$ cat src/rtl/div_if.sv
// Handshake bundle between execute and the divider.
// Execute drives the request side; the divider returns result_o/ready_o.
interface div_if;
    logic        signed_div_i;
    logic [31:0] opdata1_i;
    logic [31:0] opdata2_i;
    logic        start_i;
    logic        annul_i;
    logic [63:0] result_o;
    logic        ready_o;

    modport master (output signed_div_i, opdata1_i, opdata2_i, start_i, annul_i,
                    input  result_o, ready_o);
    modport slave  (input  signed_div_i, opdata1_i, opdata2_i, start_i, annul_i,
                    output result_o, ready_o);
endinterface

$ cat src/rtl/div_unit.sv
// Radix-2 restoring 32-bit divider for DIV/DIVU, one quotient bit per cycle.
// result_o = {remainder, quotient}; all outputs registered.
module div_unit (
    input  logic  clk,
    input  logic  rst,
    div_if.slave  bus
);
    typedef enum logic [1:0] {S_IDLE, S_BYZERO, S_ON, S_END} state_e;

    state_e      state_q;
    logic [64:0] work_q, work_d;
    logic [31:0] divisor_q;
    logic [5:0]  cnt_q;
    logic        neg_quot_q, neg_rem_q;
    logic [63:0] result_q;
    logic        ready_q;

    logic [32:0] trial;
    logic        trial_neg;
    logic [31:0] abs1, abs2, quot_fix, rem_fix;

    always_comb begin
        abs1 = (bus.signed_div_i && bus.opdata1_i[31]) ? 32'(-bus.opdata1_i) : bus.opdata1_i;
        abs2 = (bus.signed_div_i && bus.opdata2_i[31]) ? 32'(-bus.opdata2_i) : bus.opdata2_i;
        trial = work_q[63:31] - {1'b0, divisor_q};
        // A set top bit would mean the partial remainder already exceeds any divisor.
        trial_neg = trial[32] & ~work_q[64];
        if (trial_neg)
            work_d = {work_q[63:0], 1'b0};
        else
            work_d = {1'b0, trial[31:0], work_q[30:0], 1'b1};
        quot_fix = neg_quot_q ? 32'(-work_d[31:0])  : work_d[31:0];
        rem_fix  = neg_rem_q  ? 32'(-work_d[63:32]) : work_d[63:32];
    end

    always_ff @(posedge clk or posedge rst) begin
        if (rst) begin
            state_q    <= S_IDLE;
            work_q     <= '0;
            divisor_q  <= '0;
            cnt_q      <= '0;
            neg_quot_q <= 1'b0;
            neg_rem_q  <= 1'b0;
            result_q   <= '0;
            ready_q    <= 1'b0;
        end else begin
            case (state_q)
                S_IDLE: begin
                    ready_q  <= 1'b0;
                    result_q <= '0;
                    if (bus.start_i && !bus.annul_i) begin
                        cnt_q <= '0;
                        if (bus.opdata2_i == 32'd0) begin
                            state_q <= S_BYZERO;
                        end else begin
                            state_q    <= S_ON;
                            work_q     <= {33'd0, abs1};
                            divisor_q  <= abs2;
                            neg_quot_q <= bus.signed_div_i & (bus.opdata1_i[31] ^ bus.opdata2_i[31]);
                            neg_rem_q  <= bus.signed_div_i & bus.opdata1_i[31];
                        end
                    end
                end
                S_BYZERO: begin
                    result_q <= '0;
                    if (bus.annul_i) begin
                        state_q <= S_IDLE;
                        cnt_q   <= '0;
                    end else begin
                        state_q <= S_END;
                        ready_q <= 1'b1;
                    end
                end
                S_ON: begin
                    if (bus.annul_i) begin
                        state_q  <= S_IDLE;
                        cnt_q    <= '0;
                        result_q <= '0;
                    end else begin
                        work_q <= work_d;
                        cnt_q  <= cnt_q + 6'd1;
                        if (cnt_q == 6'd31) begin
                            result_q <= {rem_fix, quot_fix};
                            ready_q  <= 1'b1;
                            state_q  <= S_END;
                        end
                    end
                end
                S_END: begin
                    // Flush is ignored here: the result is already handed to execute.
                    if (!bus.start_i) begin
                        state_q  <= S_IDLE;
                        ready_q  <= 1'b0;
                        result_q <= '0;
                    end
                end
                default: state_q <= S_IDLE;
            endcase
        end
    end

    assign bus.result_o = result_q;
    assign bus.ready_o  = ready_q;
endmodule
$ cat src/flat_wrapper.sv
// flat-port wrapper written by rule: the top's interface ports become plain ports
module div_unit_flat 
  (clk, rst, bus_signed_div_i, bus_opdata1_i, bus_opdata2_i, bus_start_i, bus_annul_i, bus_result_o, bus_ready_o);
  div_if bus_i ();
  input  logic clk;
  input  logic rst;
  input wire logic [$bits(bus_i.signed_div_i)-1:0] bus_signed_div_i;
  input wire logic [$bits(bus_i.opdata1_i)-1:0] bus_opdata1_i;
  input wire logic [$bits(bus_i.opdata2_i)-1:0] bus_opdata2_i;
  input wire logic [$bits(bus_i.start_i)-1:0] bus_start_i;
  input wire logic [$bits(bus_i.annul_i)-1:0] bus_annul_i;
  output wire logic [$bits(bus_i.result_o)-1:0] bus_result_o;
  output wire logic [$bits(bus_i.ready_o)-1:0] bus_ready_o;
  assign bus_i.signed_div_i = bus_signed_div_i;
  assign bus_i.opdata1_i = bus_opdata1_i;
  assign bus_i.opdata2_i = bus_opdata2_i;
  assign bus_i.start_i = bus_start_i;
  assign bus_i.annul_i = bus_annul_i;
  assign bus_result_o = bus_i.result_o;
  assign bus_ready_o = bus_i.ready_o;
  div_unit u_core (.clk(clk), .rst(rst), .bus(bus_i));
endmodule
$ cat config.mk
export PLATFORM = sky130hd
export DESIGN_NAME = div_unit_flat
export DESIGN_NICKNAME = d
export VERILOG_FILES = /design/src/rtl/div_if.sv /design/src/rtl/div_unit.sv /design/src/flat_wrapper.sv
export SDC_FILE = /design/constraint.sdc
export NUM_CORES = 1
export LEC_CHECK = 0
export CAP_MARGIN = 20
export CORE_MARGIN = 2
export CORE_UTILIZATION = 52
export DETAILED_ROUTE_END_ITERATION = 16
export PLACE_DENSITY = 0.79
export SLEW_MARGIN = 20
export SYNTH_ARGS = -nofsm -noshare
export SYNTH_HDL_FRONTEND = slang
export SYNTH_SLANG_ARGS = --single-unit
$ cat constraint.sdc
create_clock -name clk -period 5.6 [get_ports clk]
set_input_delay 1.4 -clock clk [delete_from_list [all_inputs] [get_ports clk]]
set_output_delay 1.4 -clock clk [all_outputs]
set_load 0.02 [all_outputs]
==> metrics.csv, run 1 <==
metric,value,unit
hold_path_depth,2,
crit_path_start_kind,register,
synthTopCellsByArea,"dfrtp_1 35%, o21ai_0 8.7%, nand2_1 7.5%",
ys_ff_latch,172,
wl_met1,15300,um
fillers,1979,
cts_max_level,4,
dr.pass1.iters,6,
end_kind,register,
diodes,0,
crit_family,compound AO/OA/AOI/OAI gates,
syn_avg_cell_area,8.14,sq um
slew_viol_final,0,
grt_overflow,0,
drt_wl_total,32800,um
fin_cells,1911,
arrival,5.19,ns
setup_slack,0.684,ns
crit_path_max_fanout,7,
clock_latency,0.44,ns
io_pins,134,
synth-async-reset-ratio,1.00,
min_period,4.92,ns
syn_inst,1492,
wl_per_cell,17.1,um
die-area,24600,sq um
path_cells,inv_1 -> ha_1 -> inv_1 -> fa_1 -> a211oi_1 -> o211ai_1 -> a21oi_2 -> a2111oi_2 -> o21ba_2 -> nor2_4 -> mux2i_1 -> ha_1 -> nand2_1 -> or4_1 -> mux2i_1 -> nand3_1 -> o31ai_1 -> xor2_1 -> o21ai_0,
final_cell_mix,"243 x nand2_1, 209 x o21ai_0, 172 x dfrtp_1",
slowest_delay,0.48,ns
highest_layer,met4,
rows,55,
portBuffers,133,
r2r_cells,19,
clk_pin_slew,0.08,ns
clkSinkCount,172,
cts_tree,done,
fmax,203,MHz
tns,0,ns
min_to,u_core.bus.result_o[43]$_DFFE_PP0P_,
hpwl,24500,um
hold_buffers,0,
status,completed,
r2r_start,u_core.work_q[31]$_DFFE_PP0P_,
initial_core_util,0.533,
max_slew_margin,0.326,
ys_seq_area_frac,0.354,
required,5.87,ns
via_count,11200,
maxCapViolCount,0,
power_density,674,nW/um^2
drc_errors,0,
cts_post_setup_buffers_inserted,0,
ant_nets,0,
antenna_found_initial,0,
skew,0.0131,ns
reg2reg_to,u_core.bus.result_o[62]$_DFFE_PP0P_,
grt_first_pass_wirelength,53400,um
total_leakage_power,5.87,nW
period_share,0.878,
die_y,157,um
cp_num_buf_inv,2,
reg2reg_slack,0.68,ns
netlist_area,12100,sq um
clockBufferDepth,2,
first_global_vias,10400,
worstSetupPathType,register to register,
ys.flop_type,dfrtp_1,
synth_top_area_share,0.354,
grt_start_max_net_pins,115,
synth_nets,1603,
cts-root-buf,clkbuf_16,
fin_nets,1696,
rsz0062_at_grt,false,
dr_wl_met3,2490,um
core_area,22800,sq um
synth.distinct_cells,79,
drt_iter0_markers,957,
via_per_inst,5.86,
cts_buffers,17,
hold_violations,0,
synthToLayoutAreaGrowth,17.3,%
grt_usage,0.272,
pre_cts_ws,0.442,ns
synth_warnings,0,
drive_gt1_frac,0.0557,
worstHoldStart,u_core.bus.result_o[43]$_DFFE_PP0P_,
dp_cells,1879,
ctsResizeCount,0,
wl_met2,14500,um
hold_slack,0.479,ns
place_congestion,0.944,
setup_viol,0,
worstMarginPinSlew,1.00,ns
yosys.area.top_type,dfrtp_1,
final_common_cell,nand2_1,
die-width,157,um
cpMaxStageDelayCell,or4_1,
hp-class,register to register,
ir_worst_vdd,0.000309,V
synth-edff-count,0,
## kinds of logic after synthesis
| kind of cell | share of synthesized area |
|---|---|
| multiplexers | 0.0209 |
| flip-flops | 0.354 |
| XOR/XNOR | 0.0945 |
| AO/OA/AOI/OAI | 0.232 |
| AND/OR/NAND/NOR | 0.204 |
| buffers and inverters | 0.0505 |
| adder cells (fa/ha/maj) | 0.0439 |
## synth_stat cells, types with 15 or more instances
master    count
a21o_1       15
a21oi_1      93
buf_2        17
clkbuf_1     43
dfrtp_1     172
ha_1         41
inv_1        56
mux2i_1      22
nand2_1     243
nand3_1      25
nand4_1      15
nor2_1       96
nor3_1       31
o21ai_0     210
o31ai_1      45
o41ai_1      15
or3_1        18
xnor2_1      57
xor2_1       74
## worst register-to-register path: cells and delay by family (launching register included)
family                   cells  cell delay, ns
AND/OR/NAND/NOR              4            0.97
adder cells (fa/ha/maj)      3            0.84
buffers and inverters        2            0.13
flip-flops                   1            0.39
AO/OA/AOI/OAI                7            1.52
multiplexers                 2            0.70
XOR/XNOR                     1            0.17
## metal layers
| metal | track usage | vias up |
|---|---|---|
| met4 | 0.0677 | 0 |
| met5 | 0 | - |
| li1 | - | 5486 |
| met3 | 0.0396 | 44 |
| met1 | 0.399 | 5260 |
| met2 | 0.421 | 417 |
## worst max-delay path by stage
stage / start / end / depth (start not counted)
finish: u_core.work_q[31]$_DFFE_PP0P_ / u_core.bus.result_o[62]$_DFFE_PP0P_ / 19
global route: u_core.work_q[31]$_DFFE_PP0P_ / u_core.bus.result_o[48]$_DFFE_PP0P_ / 20
CTS: u_core.work_q[31]$_DFFE_PP0P_ / u_core.bus.result_o[62]$_DFFE_PP0P_ / 19
detailed placement: bus_opdata2_i[13] / u_core.work_q[31]$_DFFE_PP0P_ / 13
global placement: bus_opdata2_i[13] / u_core.work_q[31]$_DFFE_PP0P_ / 13
floorplan: u_core.work_q[31]$_DFFE_PP0P_ / u_core.bus.result_o[30]$_DFFE_PP0P_ / 22
## report_power, final
part / leakage [nW] / internal (mW) / total [mW] / switching [mW]
registers: 2.28 / 1.71 / 2.20 / 0.494
logic: 3.32 / 2.35 / 6.21 / 3.87
clock network: 0.266 / 0.592 / 1.18 / 0.592
total: 5.87 / 4.64 / 9.60 / 4.95
## sequential cells by signal, summed over array words and instances (netlist names)
signal,cells
u_core.divisor_q,32
u_core.neg_quot_q,1
u_core.state_q,2
u_core.cnt_q,6
u_core.neg_rem_q,1
u_core.work_q,65
u_core.bus.ready_o,1
u_core.bus.result_o,64
## stage by stage
stage	utilization	power, mW	cell area [sq um]
CTS	0.625	9.49	14200
global placement	0.600	8.16	13700
global route	0.625	10.3	14200
finish	0.625	9.60	14200
detailed placement	0.600	8.27	13700
floorplan	-	6.60	12100
## layout make-up
cell class	count	area, sq um	share of cell area
inverter	57	218	0.0153
clock buffer	17	425	0.0299
tap	313	392	0.0275
timing repair buffer	153	1510	0.106
sequential	172	4300	0.302
clock inverter	15	150	0.0105
multi-input combinational	1184	7250	0.509
Note: power is estimated with default switching activity, not from simulation.
==> inputs of run 2 (changes only) <==
--- a/config.mk
+++ b/config.mk
@@ -7,9 +7,9 @@
 export LEC_CHECK = 0
 export CAP_MARGIN = 20
 export CORE_MARGIN = 2
-export CORE_UTILIZATION = 52
+export CORE_UTILIZATION = 35
 export DETAILED_ROUTE_END_ITERATION = 16
-export PLACE_DENSITY = 0.79
+export PLACE_DENSITY = 0.58
 export SLEW_MARGIN = 20
 export SYNTH_ARGS = -nofsm -noshare
 export SYNTH_HDL_FRONTEND = slang
==> metrics.csv, run 2 (synthesis gave the netlist of run 1 again) <==
metric,value,unit,change
status,completed,,unchanged
cts_buffers,17,,unchanged
drive_gt1_frac,0.0598,,was 0.0557
maxCapViolCount,0,,unchanged
ir_worst_vdd,0.000265,V,was 0.000309 V
skew,0.0112,ns,was 0.0131 ns
grt_start_max_net_pins,173,,was 115
die-width,190,um,was 157 um
worstSetupPathType,input pin to register,,was register to register
drc_errors,0,,unchanged
clockBufferDepth,2,,unchanged
dr.pass1.iters,6,,unchanged
portBuffers,133,,unchanged
grt_first_pass_wirelength,57000,um,"was 53,400 um"
fin_util,0.423,,was 0.625
via_per_inst,5.32,,was 5.86
diodes,0,,unchanged
initial_core_util,0.353,,was 0.533
hp-class,register to register,,unchanged
cpMaxStageDelayCell,or4_1,,unchanged
rsz0062_at_grt,false,,unchanged
end_kind,register,,unchanged
power_density,672,nW/um^2,was 674 nW/um^2
hold_buffers,0,,unchanged
tns,0,ns,unchanged
drt_wl_total,34800,um,"was 32,800 um"
max_slew_margin,0.327,,was 0.326
rows,68,,was 55
fmax,209,MHz,was 203 MHz
ant_nets,0,,unchanged
reg2reg_slack,0.83,ns,was 0.68 ns
cts_post_setup_buffers_inserted,0,,unchanged
antenna_found_initial,0,,unchanged
fillers,3487,,"was 1,979"
path_common_cell,or4_1,,
required,5.93,ns,was 5.87 ns
period_share,0.855,,was 0.878
final_common_cell,nand2_1,,unchanged
cts-root-buf,clkbuf_16,,unchanged
wl_per_cell,16.9,um,was 17.1 um
die-area,36200,sq um,"was 24,600 sq um"
synthToLayoutAreaGrowth,19.6,%,was 17.3%
place_congestion,0.860,,was 0.944
grt_usage,0.197,,was 0.272
slew_viol_final,0,,unchanged
min_period,4.79,ns,was 4.92 ns
slowest_delay,0.64,ns,was 0.48 ns
arrival,5.11,ns,was 5.19 ns
cts_max_level,4,,unchanged
drt_iter0_markers,669,,was 957
largest_reg_flops,65,,unchanged
cts_tree,done,,unchanged
clk_pin_slew,0.08,ns,about the same
total_leakage_power,5.92,nW,was 5.87 nW
hold_violations,0,,unchanged
grt_overflow,0,,unchanged
first_global_vias,10300,,"was 10,400"
crit_path_start_kind,input pin,,was register
path_cells,clkdlybuf4s50_1 -> or4_1 -> nor4_2 -> nand2b_1 -> or4_1 -> nor3_1 -> nand3b_1 -> and2_1 -> a2bb2oi_1 -> or2_4 -> buf_4 -> o21ai_0,,was inv_1 -> ha_1 -> inv_1 -> fa_1 -> a211oi_1 -> o211ai_1 -> a21oi_2 -> a2111oi_2 -> o21ba_2 -> nor2_4 -> mux2i_1 -> ha_1 -> nand2_1 -> or4_1 -> mux2i_1 -> nand3_1 -> o31ai_1 -> xor2_1 -> o21ai_0
worstMarginPinSlew,1.01,ns,was 1.00 ns
via_count,11000,,"was 11,200"
crit_path_max_fanout,26,,was 7
final_cell_mix,"243 x nand2_1, 209 x o21ai_0, 172 x dfrtp_1",,unchanged
clock_latency,0.45,ns,was 0.44 ns
io_pins,134,,unchanged
setup_viol,0,,unchanged
hpwl,26000,um,"was 24,500 um"
core_area,34400,sq um,"was 22,800 sq um"
ctsResizeCount,0,,unchanged
cp_num_buf_inv,2,,unchanged
crit_family,simple AND/OR/NAND/NOR gates,,was compound AO/OA/AOI/OAI gates
die_y,190,um,was 157 um
fin_nets,1703,,"was 1,696"
clkSinkCount,172,,unchanged
top_register,u_core.work_q,,unchanged
==> run 2: cell count changes in the layout (fill, tap and decap cells not counted), sizes merged <==
| cell | previous run | this run |
|---|---|---|
| buf | 20 | 27 |
| clkinv | 4 | 7 |
| clkinvlp | 6 | 4 |
| inv | 62 | 61 |
==> run 2: metrics by stage <==
| stage | power, mW | cells | hold slack (ns) | worst slack, ns | area (sq um) |
|---|---|---|---|---|---|
| final | 9.76 | 2060 | 0.481 | 0.811 | 14500 |
| after detailed placement | 8.46 | 2028 | 0.470 | 0.371 | 13900 |
| after global placement | 8.42 | 2028 | 0.462 | 0.467 | 13900 |
| after floorplan | 6.60 | 1492 | 0.439 | 0.664 | 12100 |
| after global routing | 10.6 | 2060 | 0.511 | 0.433 | 14500 |
| after CTS | 9.73 | 2060 | 0.481 | 0.849 | 14500 |
==> run 2: layer usage <==
metal  global-route usage  routed length (um)  vias to the layer above
li1                     -                   -                     5517
met1                0.300               17600                     5138
met3               0.0265                1850                       41
met4               0.0546                 617                        0
met5                    0                   0                        -
met2                0.290               14700                      268
==> run 2: worst paths after layout <==
kind,start,end,cells after the start
min,u_core.bus.result_o[9]$_DFFE_PP0P_,u_core.bus.result_o[9]$_DFFE_PP0P_,2
max in group asynchronous,rst,u_core.divisor_q[31]$_DFFE_PP0P_,3
min reg2reg,u_core.bus.result_o[9]$_DFFE_PP0P_,u_core.bus.result_o[9]$_DFFE_PP0P_,2
max reg2reg,u_core.work_q[31]$_DFFE_PP0P_,u_core.bus.result_o[62]$_DFFE_PP0P_,20
max,bus_opdata2_i[13],u_core.work_q[11]$_DFFE_PP0P_,12
min in group asynchronous,rst,u_core.bus.result_o[35]$_DFFE_PP0P_,3
==> run 2: worst reg2reg max path, cell delays in order (launching register included) <==
cell and delay, ns:
dfrtp_1 0.40, inv_1 0.09, ha_1 0.16, inv_1 0.05, fa_1 0.44, a211oi_1 0.35
o211ai_1 0.15, a21oi_2 0.20, a2111oi_2 0.12, o21ba_2 0.27, nor2_4 0.34, mux2i_1 0.32
ha_1 0.25, nand2_1 0.10, or4_1 0.48, mux2i_1 0.14, buf_4 0.15, nand3_1 0.11
o31ai_1 0.27, xor2_1 0.16, o21ai_0 0.08
==> run 2: final cells by class <==
cell class / count / area (sq um) / share of cell area
timing repair buffer: 160 / 1580 / 0.109
tap: 455 / 569 / 0.0392
sequential: 172 / 4300 / 0.296
clock inverter: 15 / 178 / 0.0122
clock buffer: 17 / 425 / 0.0293
multi-input combinational: 1184 / 7250 / 0.499
inverter: 57 / 218 / 0.0150
==> run 2: power by group <==
part | internal [mW] | switching (mW)
Sequential | 1.71 | 0.509
Combinational | 2.42 | 3.90
Clock | 0.603 | 0.620
